File: src/rtl/stopwatch_pkg.sv
// -----------------------------------------------------------------------------
// stopwatch_pkg
// Shared types and constants for the stopwatch display path.
//   - BCD digit width and digit / digit-set types
//   - Digit index type (selects one of the four display positions)
//   - Display FSM state enum
//   - Active-low seven-segment patterns {g,f,e,d,c,b,a}
//   - Helper that turns a digit index into a one-hot-low anode vector
// -----------------------------------------------------------------------------
package stopwatch_pkg;

  localparam int BCD_W = 4;

  typedef logic [BCD_W-1:0] bcd_t;

  // Position 0 = seconds ones ... position 3 = minutes tens.
  typedef logic [3:0][BCD_W-1:0] digits_t;

  typedef logic [1:0] digit_idx_t;

  typedef enum logic [1:0] {
    IDLE = 2'd0,
    SHOW = 2'd1,
    GAP  = 2'd2
  } state_t;

  localparam logic [6:0] SEG_0    = 7'b1000000;
  localparam logic [6:0] SEG_1    = 7'b1111001;
  localparam logic [6:0] SEG_2    = 7'b0100100;
  localparam logic [6:0] SEG_3    = 7'b0110000;
  localparam logic [6:0] SEG_4    = 7'b0011001;
  localparam logic [6:0] SEG_5    = 7'b0010010;
  localparam logic [6:0] SEG_6    = 7'b0000010;
  localparam logic [6:0] SEG_7    = 7'b1111000;
  localparam logic [6:0] SEG_8    = 7'b0000000;
  localparam logic [6:0] SEG_9    = 7'b0010000;
  localparam logic [6:0] SEG_DASH = 7'b0111111;
  localparam logic [6:0] SEG_OFF  = 7'b1111111;

  localparam logic [3:0] AN_OFF   = 4'b1111;

  // Anodes are active-low, so the selected position is the single 0 bit.
  function automatic logic [3:0] an_select(input digit_idx_t idx);
    logic [3:0] a;
    a      = AN_OFF;
    a[idx] = 1'b0;
    return a;
  endfunction

endpackage

File: src/rtl/stopwatch_display_mux_bcd_to_seg.sv
// -----------------------------------------------------------------------------
// bcd_to_seg
// Purely combinational BCD to active-low seven-segment decoder.
// Ports:
//   bcd  in  4  digit value; 0..9 decode to numerals, anything above 9 to a dash
//   seg  out 7  active-low segments {g,f,e,d,c,b,a}
// -----------------------------------------------------------------------------
module bcd_to_seg
  import stopwatch_pkg::*;
(
  input  logic [BCD_W-1:0] bcd,
  output logic [6:0]       seg
);

  // Codes 10..15 cannot come from a healthy counter, so they light only the
  // middle bar to make a corrupted digit obvious on the display.
  always_comb begin
    seg = SEG_DASH;
    case (bcd)
      4'd0:    seg = SEG_0;
      4'd1:    seg = SEG_1;
      4'd2:    seg = SEG_2;
      4'd3:    seg = SEG_3;
      4'd4:    seg = SEG_4;
      4'd5:    seg = SEG_5;
      4'd6:    seg = SEG_6;
      4'd7:    seg = SEG_7;
      4'd8:    seg = SEG_8;
      4'd9:    seg = SEG_9;
      default: seg = SEG_DASH;
    endcase
  end

endmodule

File: src/rtl/stopwatch_display_mux.sv
// -----------------------------------------------------------------------------
// stopwatch_display_mux
// Captures the four mm:ss BCD digits from the stopwatch counter and scans them
// onto a 4-digit common-anode multiplexed seven-segment display.
// Each digit is lit for DIGIT_CYCLES clocks followed by BLANK_CYCLES clocks with
// every anode off (anti-ghosting). Digits are captured into a shadow copy on
// load and only promoted to the displayed (active) copy at frame start, so a
// frame never mixes old and new digits.
// Ports:
//   clk                   in  1  system clock
//   rst                   in  1  synchronous active-high reset
//   enable                in  1  display on when high
//   load                  in  1  single-cycle strobe capturing the four digits
//   seconds_ones_counter  in  4  BCD 0..9
//   seconds_tens_counter  in  4  BCD 0..5
//   minutes_ones_counter  in  4  BCD 0..9
//   minutes_tens_counter  in  4  BCD 0..5
//   blank_lz              in  1  blank the minutes-tens digit when it is 0
//   an                    out 4  anodes, active-low; an[0] = seconds ones
//   seg                   out 7  segments {g,f,e,d,c,b,a}, active-low
//   dp                    out 1  decimal point, active-low (mm.ss separator)
//   frame_done            out 1  one-cycle pulse at the end of each frame
// -----------------------------------------------------------------------------
module stopwatch_display_mux
  import stopwatch_pkg::*;
#(
  parameter int DIGIT_CYCLES = 100000,
  parameter int BLANK_CYCLES = 16
) (
  input  logic             clk,
  input  logic             rst,
  input  logic             enable,
  input  logic             load,
  input  logic [BCD_W-1:0] seconds_ones_counter,
  input  logic [BCD_W-1:0] seconds_tens_counter,
  input  logic [BCD_W-1:0] minutes_ones_counter,
  input  logic [BCD_W-1:0] minutes_tens_counter,
  input  logic             blank_lz,
  output logic [3:0]       an,
  output logic [6:0]       seg,
  output logic             dp,
  output logic             frame_done
);

  localparam int MAX_CYCLES = (DIGIT_CYCLES > BLANK_CYCLES) ? DIGIT_CYCLES : BLANK_CYCLES;
  localparam int CNT_W      = $clog2(MAX_CYCLES + 1);

  localparam logic [CNT_W-1:0] DIGIT_LAST = CNT_W'(DIGIT_CYCLES - 1);
  localparam logic [CNT_W-1:0] BLANK_LAST = CNT_W'(BLANK_CYCLES - 1);
  localparam logic [CNT_W-1:0] CNT_ONE    = CNT_W'(1);

  state_t           state_q, state_d;
  digit_idx_t       index_q, index_d;
  logic [CNT_W-1:0] cnt_q, cnt_d;
  digits_t          shadow_q, shadow_d;
  digits_t          active_q, active_d;
  logic [3:0]       an_q, an_d;
  logic [6:0]       seg_q, seg_d;
  logic             dp_q, dp_d;
  logic             frame_done_q, frame_done_d;

  digits_t          incoming;
  logic             frame_start;
  bcd_t             sel_digit;
  logic [6:0]       dec_seg;

  assign incoming = {minutes_tens_counter, minutes_ones_counter,
                     seconds_tens_counter, seconds_ones_counter};

  // Scan sequencer: IDLE waits for enable, SHOW holds one digit for
  // DIGIT_CYCLES, GAP blanks for BLANK_CYCLES and advances the index.
  // frame_start marks the two points where a new frame begins (leaving IDLE
  // and leaving the last gap); only there may the active digits change. A load
  // coinciding with frame start bypasses the shadow so the fresh value is not
  // delayed by a whole frame.
  always_comb begin
    state_d      = state_q;
    index_d      = index_q;
    cnt_d        = cnt_q;
    shadow_d     = load ? incoming : shadow_q;
    active_d     = active_q;
    frame_start  = 1'b0;
    frame_done_d = 1'b0;

    if (!enable) begin
      state_d = IDLE;
      index_d = '0;
      cnt_d   = '0;
    end else begin
      case (state_q)
        IDLE: begin
          state_d     = SHOW;
          index_d     = '0;
          cnt_d       = '0;
          frame_start = 1'b1;
        end
        SHOW: begin
          if (cnt_q == DIGIT_LAST) begin
            state_d = GAP;
            cnt_d   = '0;
          end else begin
            cnt_d = cnt_q + CNT_ONE;
          end
        end
        GAP: begin
          if (cnt_q == BLANK_LAST) begin
            state_d = SHOW;
            index_d = index_q + 2'd1;
            cnt_d   = '0;
            if (index_q == 2'd3) begin
              frame_done_d = 1'b1;
              frame_start  = 1'b1;
            end
          end else begin
            cnt_d = cnt_q + CNT_ONE;
          end
        end
        default: begin
          state_d = IDLE;
          index_d = '0;
          cnt_d   = '0;
        end
      endcase
    end

    if (frame_start) begin
      active_d = load ? incoming : shadow_q;
    end
  end

  assign sel_digit = active_q[index_q];

  bcd_to_seg u_bcd_to_seg (
    .bcd (sel_digit),
    .seg (dec_seg)
  );

  // Output register inputs, derived from the registered state so the pins
  // trail the sequencer by one clock. enable is also looked at directly so
  // the anodes go dark on the very edge that samples enable low, instead of
  // one digit slot late.
  always_comb begin
    an_d  = AN_OFF;
    seg_d = SEG_OFF;
    dp_d  = 1'b1;
    if (enable && (state_q == SHOW)) begin
      an_d = an_select(index_q);
      if ((index_q == 2'd3) && blank_lz && (active_q[3] == '0)) begin
        seg_d = SEG_OFF;
      end else begin
        seg_d = dec_seg;
      end
      dp_d = (index_q != 2'd2);
    end
  end

  // All state and output flops; reset returns the display to dark and clears
  // both digit copies.
  always_ff @(posedge clk) begin
    if (rst) begin
      state_q      <= IDLE;
      index_q      <= '0;
      cnt_q        <= '0;
      shadow_q     <= '0;
      active_q     <= '0;
      an_q         <= AN_OFF;
      seg_q        <= SEG_OFF;
      dp_q         <= 1'b1;
      frame_done_q <= 1'b0;
    end else begin
      state_q      <= state_d;
      index_q      <= index_d;
      cnt_q        <= cnt_d;
      shadow_q     <= shadow_d;
      active_q     <= active_d;
      an_q         <= an_d;
      seg_q        <= seg_d;
      dp_q         <= dp_d;
      frame_done_q <= frame_done_d;
    end
  end

  assign an         = an_q;
  assign seg        = seg_q;
  assign dp         = dp_q;
  assign frame_done = frame_done_q;

endmodule

File: config.mk
export PLATFORM = sky130hd
export DESIGN_NAME = stopwatch_display_mux
export DESIGN_NICKNAME = d
export VERILOG_FILES = /design/src/rtl/stopwatch_pkg.sv /design/src/rtl/stopwatch_display_mux_bcd_to_seg.sv /design/src/rtl/stopwatch_display_mux.sv
export SDC_FILE = /design/constraint.sdc
export NUM_CORES = 1
export LEC_CHECK = 0
export BUFFER_PORTS_ARGS = -buffer_cell sky130_fd_sc_hd__buf_2
export CORE_MARGIN = 5
export CORE_UTILIZATION = 45
export CTS_CLUSTER_SIZE = 28
export DETAILED_ROUTE_END_ITERATION = 6
export PLACE_DENSITY = 0.73
export REMOVE_ABC_BUFFERS = 1
export SYNTH_ARGS = -nofsm -noshare
export SYNTH_HDL_FRONTEND = slang
export SYNTH_SLANG_ARGS = --single-unit
File: constraint.sdc
create_clock -name clk -period 2.82 [get_ports clk]
set_input_delay 0.282 -clock clk [delete_from_list [all_inputs] [get_ports clk]]
set_output_delay 0.282 -clock clk [all_outputs]
set_load 0.03 [all_outputs]
# Yosys cells after proc, flatten, opt, wreduce, memory -nomap -nowiden
# Memory sizes are Yosys's and may differ from the RTL's. A register that Yosys moved wholly into a read port is not among the register bits.
# Cells that the tools add are included.
# op_classes
addsub	2
order_cmp	2
n_eq_ne	8
n_mux	17
bitwise	5
reduce_logical	12
# ops
operator	n
two-way mux 17 bit	2
case mux 17 bit (2 select lines)	1
adder 17 x 1 -> 17 bit (second input constant)	1
equality test 17 bit (second input constant)	1
equality test 17 x 4 -> 1 bit (second input constant)	1
two-way mux 16 bit	1
binary-select mux 4 bit (select 2 bit)	1
two-way mux 2 bit	3
!= test 2 bit (second input constant)	3
case mux 2 bit (3 select lines)	1
OR reduction 3 bit	2
equality test 2 bit (second input constant)	2
logical AND 1 bit	4
zero test 4 bit	1
two-way mux 1 bit	4
two-way mux 4 bit	1
NOT 1 bit	4
NOT 4 bit	1
case mux 2 bit (2 select lines)	1
AND reduction 2 bit	2
OR reduction 2 bit	2
< comparator 2 x 3 -> 1 bit (second input constant)	1
adder 2 x 1 -> 2 bit (second input constant)	1
demux 1 bit (select 2 bit)	1
other kinds (4)	4
# totals
reg_bits	59
rom_bits	112
input_bits	21
out_inout_bits	13
wordCells	61
mem_count	1
# memory_table
memory	words	width	rd	rd_ports_with_merged_regs	wr	line_no	source
(name not given)	16	7	1	1	0	stopwatch_display_mux_bcd_to_seg.sv:19	case (bcd)

# Longest topological paths before layout
# depth
ltp_word	5
depth_mapped	8

# Cells and area by module
# Synthesis repeated with hierarchy kept, for this count alone.
# unflattened
hier_cells	294
hier_area_um2	2924.1
# modules_own_cells
mod	n_inst	cells_each	area_per_inst_um2
stopwatch_display_mux	1	263	2700.1
bcd_to_seg	1	31	224.0

# Least setup slack after synthesis
# OpenSTA, ideal clock, no wires.
# synth_path
kind	register to register
start	register cnt_q[0]
end	register state_q[0]
setup_time_ps	70
t_arrival_ps	1751
required_time_ps	2750
slack_ps	999
path_stages_with_launch	8
path_buffers	1
synth_period_minus_slack_ps	1821
cell_sequence	dfxtp_1 -> ha_1 -> and3_1 -> buf_2 -> nand3_1 -> o21a_1 -> or4_1 -> a21oi_1
# synth_via
elab_chain_len	3
word_cells_on_any_way	5
# synth_rtl
element	line_no	source
start: declaration	stopwatch_display_mux.sv:54	logic [CNT_W-1:0] cnt_q, cnt_d;
start signal: assignment	stopwatch_display_mux.sv:173	cnt_q <= cnt_d;
equality test 17 x 4 -> 1 bit or equality test 17 bit (tied branches)	stopwatch_display_mux.sv:106, stopwatch_display_mux.sv:98	
!= test 2 bit (no source line)	n/a	
AND reduction 2 bit (no source line) (*)	n/a	
end signal: assignment	stopwatch_display_mux.sv:171	state_q <= state_d;
end: declaration	stopwatch_display_mux.sv:52	state_t state_q, state_d;
# Mark *: on every way between the ends. The rest lies on a longest branch, timed or not.
# A chain may end at the register's enable or synchronous reset.

# Worst setup path in the final report
# layout_path
start	register cnt_q[0]
end	register cnt_q[16]
# layout_via
elab_chain_len	3
word_cells_on_any_way	6
# layout_rtl
element	line_no	source
adder 17 x 1 -> 17 bit, or another cell as far along	stopwatch_display_mux.sv:102, stopwatch_display_mux.sv:115	
two-way mux 17 bit, on equally long branches	stopwatch_display_mux.sv:106, stopwatch_display_mux.sv:98	
case mux 17 bit (2 select lines) (*)	stopwatch_display_mux.sv:90	case (state_q)
# Marks and branches as above.

==> flow_metrics.py <==
metrics = {
    "logic_synthesis": {
        "synth.area.mux_share": 0.101,
        "synth_adder_area_share": 0.0629,
        "synthesis.area_sq_mm": 0.00278,
        "yosysMostFrequentCell": "dfxtp_1",
        "synth_top_cell_by_area": "dfxtp_1",
        "synth.top_cells.by_area": "dfxtp_1 47%, mux2i_1 6.8%, ha_1 6.3%",
        "yosysTopAreaCellShare": 0.467,
        "synth_top_family_by_area": "simple AND/OR/NAND/NOR gates",
        "post_synth_and_or_nand_nor_area_fraction": 0.207,
        "complex_gate_fraction_of_the_synthesized_area": 0.0751,
        "synth-xor-area-share": 0.0472,
        "synth_flop_cell": "dfxtp_1",
        "yosysUniqueCellTypes": 31,
        "seq_cells_post_synth": 65,
        "synth-warning-count": 0,
        "synth_top_cells_by_count": "65 x dfxtp_1, 42 x nor2_1, 30 x nand2_1",
        "synth.yosys.seq_area_share": 0.467,
        "synth_cells": 301,
        "number_of_synthesized_flops_with_an_enable_pin": 0,
        "synth_async_reset_ratio": 0,
        "synthesis.area_per_instance_sq_um": 9.25,
    },
    "cts": {
        "clkLatencyLatePin_ps": 350,
        "tritoncts": "yes",
        "post_cts_buffers": 0,
        "cts_buffers": 9,
        "clkSinkCount": 65,
        "cts.repair.resized": 0,
        "clock-root-buffer": "clkbuf_8",
        "cts-hold-fix-buffers": 0,
        "cts.reportedPaths.clkPinSlew_ps": 70,
        "cts-htree-levels": 3,
        "clockBufferDepth": 2,
    },
    "place": {
        "dp_slack_ps": 626,
        "io_buffer_count": 33,
        "place_area_sq_mm": 0.00299,
        "dp_cells": 395,
        "dp_hpwl_microns": 3620,
        "gp_congestion": 0.770,
    },
    "detailed_routing": {
        "via_count": 2030,
        "post-route-drc-count": 0,
        "wl_microns": 5200,
        "routedWlPerCell_microns": 12.7,
        "detailedRoute.firstIterationViolations": 78,
        "dr.pass1.iters": 4,
        "avgViaCountPerCell": 4.95,
        "detail-route-antenna-nets": 0,
    },
    "floorplanning": {
        "rows": 28,
        "start_util": 0.467,
        "die_area_sq_mm": 0.00786,
        "fp.dieH_microns": 88.7,
        "core_area_sq_mm": 0.00596,
        "ios": 34,
        "die-width_microns": 88.7,
    },
    "timing": {
        "timing.setup.tns_ps": 0,
        "report.final.slew_viol_count": 0,
        "final-setup-viol-count": 0,
        "rsz_0062_raised_after_global_routing": "no",
        "max_freq_ghz": 0.457,
        "hold_slack_ps": 217,
        "finalCriticalPeriod_ps": 2190,
        "final.setup.worst_slack_ps": 632,
        "worst-slew-pin-transition_ps": 699,
        "timing.final.crit_share": 0.776,
        "clock-skew-final_ps": 8.53,
        "timing.max_slew.rel_slack": 0.532,
        "report.final.hold_viol_count": 0,
    },
    "job": {
        "drv_cap": 0,
    },
    "cells_and_area": {
        "finalNonFillerCells": 410,
        "synthToLayoutAreaGrowth_pct": 14.5,
        "post_route_cells_drive_above_1_share": 0.164,
        "postLayoutCoreUtil": 0.535,
        "num-nets-final": 366,
        "postLayoutCellArea_sq_mm": 0.00319,
        "num_antenna_cells": 0,
    },
    "min_path": {
        "min_delay_worst_endpoint": "shadow_q[0]",
        "timing.hold.worst_path_depth": 3,
        "timing.hold.worst.start": "seconds_ones_counter[0]",
        "min_path_type": "in2reg",
    },
    "pwr": {
        "power_leakage_nw": 1.24,
        "finalPower_mw": 1.87,
        "max_rail_drop_vdd_mv": 0.299,
        "power_density_mw_per_mm2": 588,
    },
    "worst_setup_path": {
        "r2r_cells": 6,
        "critical_path_class": "reg2reg",
        "critPathRequiredTime_ps": 3020,
        "worst_reg2reg_path_startpoint": "cnt_q[0]",
        "setup.reg_to_reg.worst_slack_ps": 630,
        "critical_path.reg2reg.endpoint": "cnt_q[16]",
        "cp-start-kind": "flop",
        "critical_path_arrival_ps": 2390,
        "crit_path_max_fanout": 17,
        "cp-end-kind": "flop",
    },
    "grt": {
        "grt_pass1_wl_microns": 9060,
        "grt.overflow.total": 0,
        "grt_antenna_before_repair": 0,
        "first_global_vias": 1976,
        "grt.total_usage": 0.153,
        "grt_max_degree": 35,
    },
    "status": {
        "status": "complete, no violations",
    },
}
-- state kept, by name, summed over array words and instances, names as in the netlist --
name,count
dp,1
state_q,2
seg,7
shadow_q,16
active_q,16
cnt_q,17
frame_done,1
index_q,2
an,3
-- worst max-delay path by stage --
stage               slack, ps     start           to
floorplan                 250  cnt_q[0]  active_q[0]
global placement          740  cnt_q[0]    cnt_q[14]
finish                    630  cnt_q[0]    cnt_q[16]
global route              390  cnt_q[0]     cnt_q[9]
CTS                       590  cnt_q[0]    cnt_q[16]
detailed placement        630  cnt_q[0]     cnt_q[6]
-- routing by layer --
layer / up-vias / track usage / part of all wire
met5: - / 0 / 0
met4: 0 / 0.0769 / 0.025
met3: 10 / 0.0587 / 0.056
met2: 42 / 0.232 / 0.46
met1: 910 / 0.188 / 0.46
li1: 1068 / - / -
-- cell usage in the layout, fill, tap and decap left out, drive strengths merged, types with 2 or more instances in the layout --
| cell | count |
|---|---|
| a21oi | 5 |
| and2 | 2 |
| and3 | 4 |
| and4 | 2 |
| buf | 34 |
| clkbuf | 12 |
| clkinv | 2 |
| dfxtp | 65 |
| ha | 14 |
| inv | 11 |
| mux2i | 19 |
| mux4 | 4 |
| nand2 | 30 |
| nand2b | 18 |
| nand3 | 11 |
| nand4 | 4 |
| nor2 | 42 |
| nor3 | 4 |
| nor4 | 4 |
| o21ai | 26 |
| xnor2 | 8 |
| xor2 | 7 |
-- logic make-up (layout without fill, tap and decap cells) --
family | after synthesis | after routing
simple gates | 122 | 122
flops | 65 | 65
compound gates | 36 | 36
buf+inv | 26 | 60
mux | 23 | 23
xor+xnor | 15 | 15
fa+ha+maj | 14 | 14
-- cell type report --
cell class | instances | area [sq um]
Clock inverter | 3 | 40.0
Sequential cell | 65 | 1300
Inverter | 11 | 41.3
Tap cell | 75 | 93.8
Fill cell | 544 | 2770
Timing Repair Buffer | 34 | 173
Multi-Input combinational cell | 210 | 1380
Clock buffer | 12 | 155
-- power breakdown --
part           total, mW  internal (mW)  switching [mW]
sequential         0.961          0.949          0.0121
combinational      0.130         0.0551          0.0747
clock              0.784          0.449           0.335
-- critical path, cell delays in order, from the launching register on --
cell	delay, ps
dfxtp_1	360
ha_1	190
and3_1	270
nand3_1	210
o21a_1	290
o211ai_2	610
nor2_1	120
Note: power is estimated with default switching activity, not from simulation.
